==> src/rtl/hex_display_pager.sv <==
// hex_display_pager: pages/freezes a 32-bit debug word onto four active-low 7-seg digits.
// Define HEX_AUTOSCROLL_EN to also flip pages automatically every SCROLL_CYCLES while live.
module hex_display_pager #(
  parameter int DEBOUNCE_CYCLES = 1_250_000,
  parameter int SCROLL_CYCLES   = 125_000_000
) (
  input  logic        external_clk,
  input  logic        rst,
  input  logic [31:0] value_in,
  input  logic        key_page_n,
  input  logic        key_freeze_n,
  output logic [6:0]  hex0,
  output logic [6:0]  hex1,
  output logic [6:0]  hex2,
  output logic [6:0]  hex3,
  output logic        page_led,
  output logic        frozen_led
);
  localparam int DW = $clog2(DEBOUNCE_CYCLES + 1);
  localparam logic [6:0] SEG [16] = '{
    7'h40, 7'h79, 7'h24, 7'h30, 7'h19, 7'h12, 7'h02, 7'h78,
    7'h00, 7'h10, 7'h08, 7'h03, 7'h46, 7'h21, 7'h06, 7'h0E
  };
  logic [1:0]    sync1_q, sync2_q, db_q, db_d, flip, press;
  logic [DW-1:0] cnt_q [2];
  logic [DW-1:0] cnt_d [2];
  logic          page_q, page_d, frozen_q, frozen_d;
  logic [31:0]   snap_q, snap_d, src;
  logic [15:0]   half;
  logic [6:0]    hex_q [4];
  logic [6:0]    hex_d [4];
  // bit 0 is the page key, bit 1 the freeze key
  always_comb begin
    for (int k = 0; k < 2; k++) begin
      flip[k]  = sync2_q[k] != db_q[k] && cnt_q[k] == DW'(DEBOUNCE_CYCLES - 1);
      db_d[k]  = flip[k] ? sync2_q[k] : db_q[k];
      cnt_d[k] = (sync2_q[k] == db_q[k] || flip[k]) ? '0 : cnt_q[k] + 1'b1;
      press[k] = flip[k] & ~sync2_q[k];
    end
  end
  always_comb begin
    frozen_d = press[1] ? ~frozen_q : frozen_q;
    snap_d   = (press[1] & ~frozen_q) ? value_in : snap_q;
    src      = frozen_q ? snap_q : value_in;
    half     = page_q ? src[31:16] : src[15:0];
    for (int n = 0; n < 4; n++) hex_d[n] = SEG[half[4*n +: 4]];
  end
`ifdef HEX_AUTOSCROLL_EN
  localparam int SW = $clog2(SCROLL_CYCLES + 1);
  logic [SW-1:0] scroll_q, scroll_d;
  logic          wrap;
  // a manual press and a wrap on the same cycle collapse into one toggle
  always_comb begin
    wrap     = ~frozen_q && scroll_q == SW'(SCROLL_CYCLES - 1);
    page_d   = page_q ^ (press[0] | wrap);
    scroll_d = (press[0] | frozen_q | wrap) ? '0 : scroll_q + 1'b1;
  end
  always_ff @(posedge external_clk) scroll_q <= rst ? '0 : scroll_d;
`else
  logic unused_scroll;
  assign unused_scroll = ^SCROLL_CYCLES;
  assign page_d = page_q ^ press[0];
`endif
  always_ff @(posedge external_clk) begin
    if (rst) begin
      sync1_q  <= '1;
      sync2_q  <= '1;
      db_q     <= '1;
      cnt_q    <= '{default: '0};
      page_q   <= 1'b0;
      frozen_q <= 1'b0;
      snap_q   <= '0;
      hex_q    <= '{default: 7'h7F};
    end else begin
      sync1_q  <= {key_freeze_n, key_page_n};
      sync2_q  <= sync1_q;
      db_q     <= db_d;
      cnt_q    <= cnt_d;
      page_q   <= page_d;
      frozen_q <= frozen_d;
      snap_q   <= snap_d;
      hex_q    <= hex_d;
    end
  end
  assign hex0       = hex_q[0];
  assign hex1       = hex_q[1];
  assign hex2       = hex_q[2];
  assign hex3       = hex_q[3];
  assign page_led   = page_q;
  assign frozen_led = frozen_q;
endmodule

==> config.mk <==
export PLATFORM = sky130hd
export DESIGN_NAME = hex_display_pager
export DESIGN_NICKNAME = d
export VERILOG_FILES = /design/src/rtl/hex_display_pager.sv
export SDC_FILE = /design/constraint.sdc
export NUM_CORES = 1
export LEC_CHECK = 0
export ABC_CLOCK_PERIOD_IN_PS = 2100
export BUFFER_PORTS_ARGS = -buffer_cell sky130_fd_sc_hd__buf_2
export CAP_MARGIN = 40
export CORE_AREA = 2 2 112 114
export DETAILED_ROUTE_END_ITERATION = 7
export DIE_AREA = 0 0 114 116
export MAX_ROUTING_LAYER = met4
export PLACE_DENSITY_LB_ADDON = 0.05
export SLEW_MARGIN = 30
export SYNTH_ARGS = -nofsm -noshare
export SYNTH_HDL_FRONTEND = slang
export SYNTH_SLANG_ARGS = --single-unit
==> constraint.sdc <==
create_clock -name external_clk -period 2.1 [get_ports external_clk]
set_input_delay 0.315 -clock external_clk [delete_from_list [all_inputs] [get_ports external_clk]]
set_output_delay 0.315 -clock external_clk [all_outputs]
set_load 0.01 [all_outputs]
* Word-level counts from Yosys, hierarchy flattened
Memory sizes are Yosys's and may differ from the RTL's. A register that Yosys moved wholly into a read port is not among the register bits.
Index checks and enable logic that the tools add are counted.
** Storage, ports and cells
- Input port bits :: 36
- ROM bits :: 448
- Output and inout port bits :: 30
- Logic and storage cells :: 40
- Bits in registers :: 82
- Memories kept :: 4
** Operators by class
- Reduce and logical (&&, ||, !) cells :: 6
- Equal/unequal tests :: 6
- Muxes and demuxes :: 2
- $add $sub $neg :: 2
- Bitwise operators :: 11
** Memory list
- (name not given) :: words 16, bits a word 7, read ports 1, clocked after Yosys merged registers in 1, wr ports 0, RTL line 46 : for (int n = 0; n < 4; n++) hex_d[n] = SEG[half[4*n +: 4]];
- (name not given) :: words 16, bits a word 7, read ports 1, clocked after Yosys merged registers in 1, wr ports 0, RTL line 46
- (name not given) :: words 16, bits a word 7, read ports 1, clocked after Yosys merged registers in 1, wr ports 0, RTL line 46
- (name not given) :: words 16, bits a word 7, read ports 1, clocked after Yosys merged registers in 1, wr ports 0, RTL line 46
** Operators by type and width (number)
- 21-bit by 1-bit adder with 21-bit output, second input constant :: 2
- 21-bit == test, second input constant :: 2
- 32-bit 2-to-1 mux :: 1
- 4-bit inverter with 5-bit output :: 4
- 16-bit 2-to-1 mux :: 1
- 2-bit OR reduction :: 2
- 1-bit bitwise AND :: 3
- 1-bit inverter :: 3
- 1-bit == test :: 2
- 1-bit logical AND :: 2
- 1-bit logical OR :: 2
- 1-bit inequality test :: 2
- 1-bit XOR :: 1

* Depth between registers and ports, before layout
- Depth after elaboration :: 4
- Gate-level depth with buffers :: 8
- Gate-level depth less buffers :: 6

* Worst setup path after synthesis
No wires, ideal clock.
- Path kind :: register to register
- Start :: register frozen_q (netlist: frozen_led)
- End :: register hex_q (netlist bit hex0[1])
- Period minus slack after synthesis :: 2.394 ns
- Setup time :: 0.122 ns
- Data arrival time :: 2.272 ns
- Stages on the path, launching flop included :: 9
- Path slack :: -0.294 ns
- Required time :: 1.978 ns
- Path buffers :: 2
- Cells stage by stage :: dfxtp_1 -> buf_2 -> buf_2 -> mux4_2 -> inv_1 -> ha_1 -> nor2_1 -> nor2_1 -> a221o_1
** Between the ends
- Longest elaborated chain between the ends :: 3
** RTL lines
- from (decl) :: RTL line 27 : logic page_q, page_d, frozen_q, frozen_d;
- from (signal assigned) :: RTL line 80 : frozen_q <= frozen_d;
- 32-bit 2-to-1 mux :: RTL line 44 : src = frozen_q ? snap_q : value_in;
- 16-bit 2-to-1 mux :: RTL line 45 : half = page_q ? src[31:16] : src[15:0];
- 4-bit inverter with 5-bit output (not written as such) :: RTL line 46
- to (decl) :: RTL line 30 : logic [6:0] hex_q [4];
Every way passes these cells.
A chain may end at the register's enable or synchronous reset.

* Final worst setup path
- Start :: register page_q (netlist: page_led)
- End :: register hex_q (netlist bit hex3[3])
** Between the ends
- Longest elaborated chain between the ends :: 2
** RTL lines
- from (decl) :: RTL line 27
- from (signal assigned) :: RTL line 79 : page_q <= page_d;
- 16-bit 2-to-1 mux :: RTL line 45
- 4-bit inverter with 5-bit output (not written as such) :: RTL line 46
Every way passes these cells.

==> summary.md <==
| Metric | Value |
|---|---|
| Run status | `completed` |
| First-pass iteration count of the detailed router | `4` |
| Fillers | `1,133` |
| Clock sink total | `110` |
| Setup crit end kind | `flip-flop` |
| Type of the worst setup path | `flip-flop to flip-flop` |
| Vias | `4,781` |
| Minimum clock period | `2.03 ns` |
| Most frequent cells in the layout | `109 x sky130_fd_sc_hd__dfxtp_1, 65 x sky130_fd_sc_hd__buf_2, 58 x sky130_fd_sc_hd__a21oi_1` |
| # rows | `40` |
| Post-route clock skew | `0.00911 ns` |
| Clock latency at the later pin of the worst-skew pair | `0.36 ns` |
| Fraction of the yosys area taken by sequential cells | `0.397` |
| Final weighted congestion of routability-driven global placement | `0.894` |
| Syn nets | `673` |
| Number of synthesized register bits | `110` |
| Number of buffer and inverter stages on the critical path | `1` |
| Total leakage power | `0.00231 µW` |
| Post-DP HPWL | `9590 µm` |
| Floorplan die area | `13,200 µm²` |
| Largest buffer count on any clock path | `2` |
| Count of flip-flops with a built-in enable after synthesis | `0` |
| Worst Max-Slew Pin Slew | `0.599 ns` |
| Post-detailed-route count of antenna-violating nets | `0` |
| Largest net degree at the start of global routing | `34` |
| Clock tree from TritonCTS | `done` |
| Area of the multi-input gates | `3090 µm²` |
| Largest fanout of any net on the critical path | `16` |
| Die Y | `116 µm` |
| Maximum clock rate | `0.493 GHz` |
| Classification of the worst-slack hold path | `primary input to flip-flop` |
| Number of DRC violations after detailed-routing iteration 0 | `305` |
| PortBufs | `65` |
| Clock slew at the register clock pins of the worst setup and hold paths | `0.07 ns` |
| Synth warn | `0` |
| Power density over the cells | `674 nW/µm²` |
| Post-synth top flop | `sky130_fd_sc_hd__dfxtp_1` |
| Syn Area/Cell | `9.08 µm²` |
| Via density per instance | `5.79` |
| Register cell area after layout | `2210 µm²` |
| Kind of cell adding the most delay to the critical path | `multiplexers` |
| Critical path's largest stage delay | `0.60 ns` |
| Final routed wire length divided by cell count | `16.3 µm` |
| Level count of the clock H-tree | `3` |
| Cell count after synthesis | `611` |
| Count of antenna diodes in the layout | `0` |
| Startpoint type of the worst setup path | `flip-flop` |
| Total global routing overflow | `0` |
| Fin. Hold Viols | `0` |
| Critical path, cell by cell | `buf_12, mux4_2, ha_1, nor2_1, a21oi_1, o31a_1` |
| Post-layout net count | `736` |
| Data required, critical path | `2.33 ns` |
| Initial core utilization | `0.466` |
| Number of remaining DRC errors | `0` |
| Synth unique cells | `47` |
| Root Buffer Master | `sky130_fd_sc_hd__clkbuf_16` |
| Cell area after synthesis | `5550 µm²` |
| Quantity of hold-fixing buffers added after cts | `0` |
| Arr. time, crit path | `2.26 ns` |
| Share of synthesized flip-flops with an asynchronous set or reset | `0` |
| Cells resized by post-CTS repair | `0` |
| Setup Viol. Count Final | `0` |
| Routed WL | `13,500 µm` |
| Number of standard cells in the final layout excluding fillers | `826` |
| Master of the slowest instance on the critical path | `sky130_fd_sc_hd__mux4_2` |
| Die span in x | `114 µm` |
| Total Routing Usage GR | `0.220` |
| Proportion of layout cells with a drive suffix above 1 | `0.216` |
| Post-synthesis to final-layout area growth | `17.5%` |
| Number of pins exceeding their max-slew limit in the final report | `0` |
| Total instance count after detailed placement | `810` |
| Commonest non-fill, non-tap cell in the layout | `sky130_fd_sc_hd__dfxtp_1` |
| Std-Cell Core Area | `11,900 µm²` |
| Number of buffers added by the clock tree synthesis step | `9` |
| Vias in the first global route | `4,442` |
| MaxCap Viol Count | `0` |
| Antenna violations before repair | `0` |
| Worst slew margin | `0.601` |
| RSZ-0062 raised after global routing | `false` |
| First-pass GRT wire length | `22,400 µm` |
| Final core area utilization | `0.548` |
| Maximum resistive drop on vdd | `0.000631 V` |
| Postcts setup bufs | `0` |
| I/O pin count | `66` |
| Fraction of the cycle the final worst path needs | `0.967` |
==> cell type report <==
type                       count  share of cell area
clock buffer                   9              0.0345
clock inverter                 7              0.0150
inverter                      21              0.0121
multi-input combinational    432               0.474
sequential                   110               0.338
tap                          147              0.0282
timing repair buffer         100              0.0978
==> layer usage <==
layer	up-vias	GRT usage	wire length (µm)
met5	-	-	0
met4	0	0.0699	209
met3	17	0.0450	698
met2	131	0.324	6080
met1	2242	0.303	6510
li1	2391	-	-
==> cells by family (layout without fill, tap and decap cells) <==
family,count (synthesis),after routing,synth area share
AOI/OAI and AO/OA,152,152,0.170
muxes,24,24,0.0796
and+or+nand+nor,203,203,0.201
xor gates and xnor gates,27,27,0.0426
buffers and inverters,69,137,0.0512
adders and majority gates,26,26,0.0586
DFF,110,110,0.397
==> synth_stat cells (all sizes together) (3+ instances only) <==
cell	count	share of area
dfxtp	110	0.40
a21oi	58	0.052
nor2	46	0.031
nand4	43	0.050
o31ai	36	0.049
clkbuf	28	0.019
o21ai	27	0.024
ha	26	0.059
nand2	21	0.014
buf	20	0.018
inv	20	0.014
nand3	20	0.019
xnor2	19	0.030
mux4	16	0.065
nand2b	12	0.014
or3	11	0.012
nor3	8	0.0072
xor2	8	0.013
mux2i	7	0.013
nor4	7	0.0079
or2	7	0.0079
o221ai	6	0.0095
or4	6	0.0081
a31oi	5	0.0056
and3	5	0.0056
and3b	4	0.0063
o22ai	4	0.0045
a2111oi	3	0.0047
a221o	3	0.0054
and2	3	0.0034
and4	3	0.0050
nor2b	3	0.0034
nor4b	3	0.0047
==> through the flow <==
| step | total power [µW] | instance area (µm²) | setup WS (ns) | setup TNS (ns) | hold slack [ns] |
|---|---|---|---|---|---|
| floorplan | 2430 | 5570 | -0.0483 | -0.0483 | 0.389 |
| global placement | 2590 | 6180 | 0.105 | 0 | 0.395 |
| detailed placement | 2590 | 6180 | 0.0657 | 0 | 0.395 |
| CTS | 4450 | 6500 | 0.0541 | 0 | 0.142 |
| global route | 4580 | 6520 | 0.00143 | 0 | 0.141 |
| finish | 4400 | 6520 | 0.0698 | 0 | 0.149 |
==> power breakdown <==
| group | leakage (µW) | switching (µW) | internal [µW] | total [µW] |
|---|---|---|---|---|
| Clock | 0.000152 | 801 | 1050 | 1850 |
| Combinational | 0.00126 | 232 | 167 | 399 |
| Sequential | 0.000898 | 15.3 | 2130 | 2150 |
| Total | 0.00231 | 1050 | 3350 | 4400 |
==> sequential cells by signal (all words and copies together), names as in the netlist <==
signal,flops
hex0,7
sync1_q,2
frozen_led,1
page_led,1
snap_q,32
hex2,7
sync2_q,2
hex1,7
cnt_q,42
hex3,7
db_q,2
==> worst paths after layout <==
kind         cells past startpoint  slack [ns]    startpoint          to
max                              6        0.07      page_led     hex3[3]
min                              2        0.15  key_freeze_n  sync1_q[1]
max reg2reg                      6        0.07      page_led     hex3[3]
min reg2reg                      1        0.41    sync1_q[0]  sync2_q[0]
(Power assumes the default switching activity.)
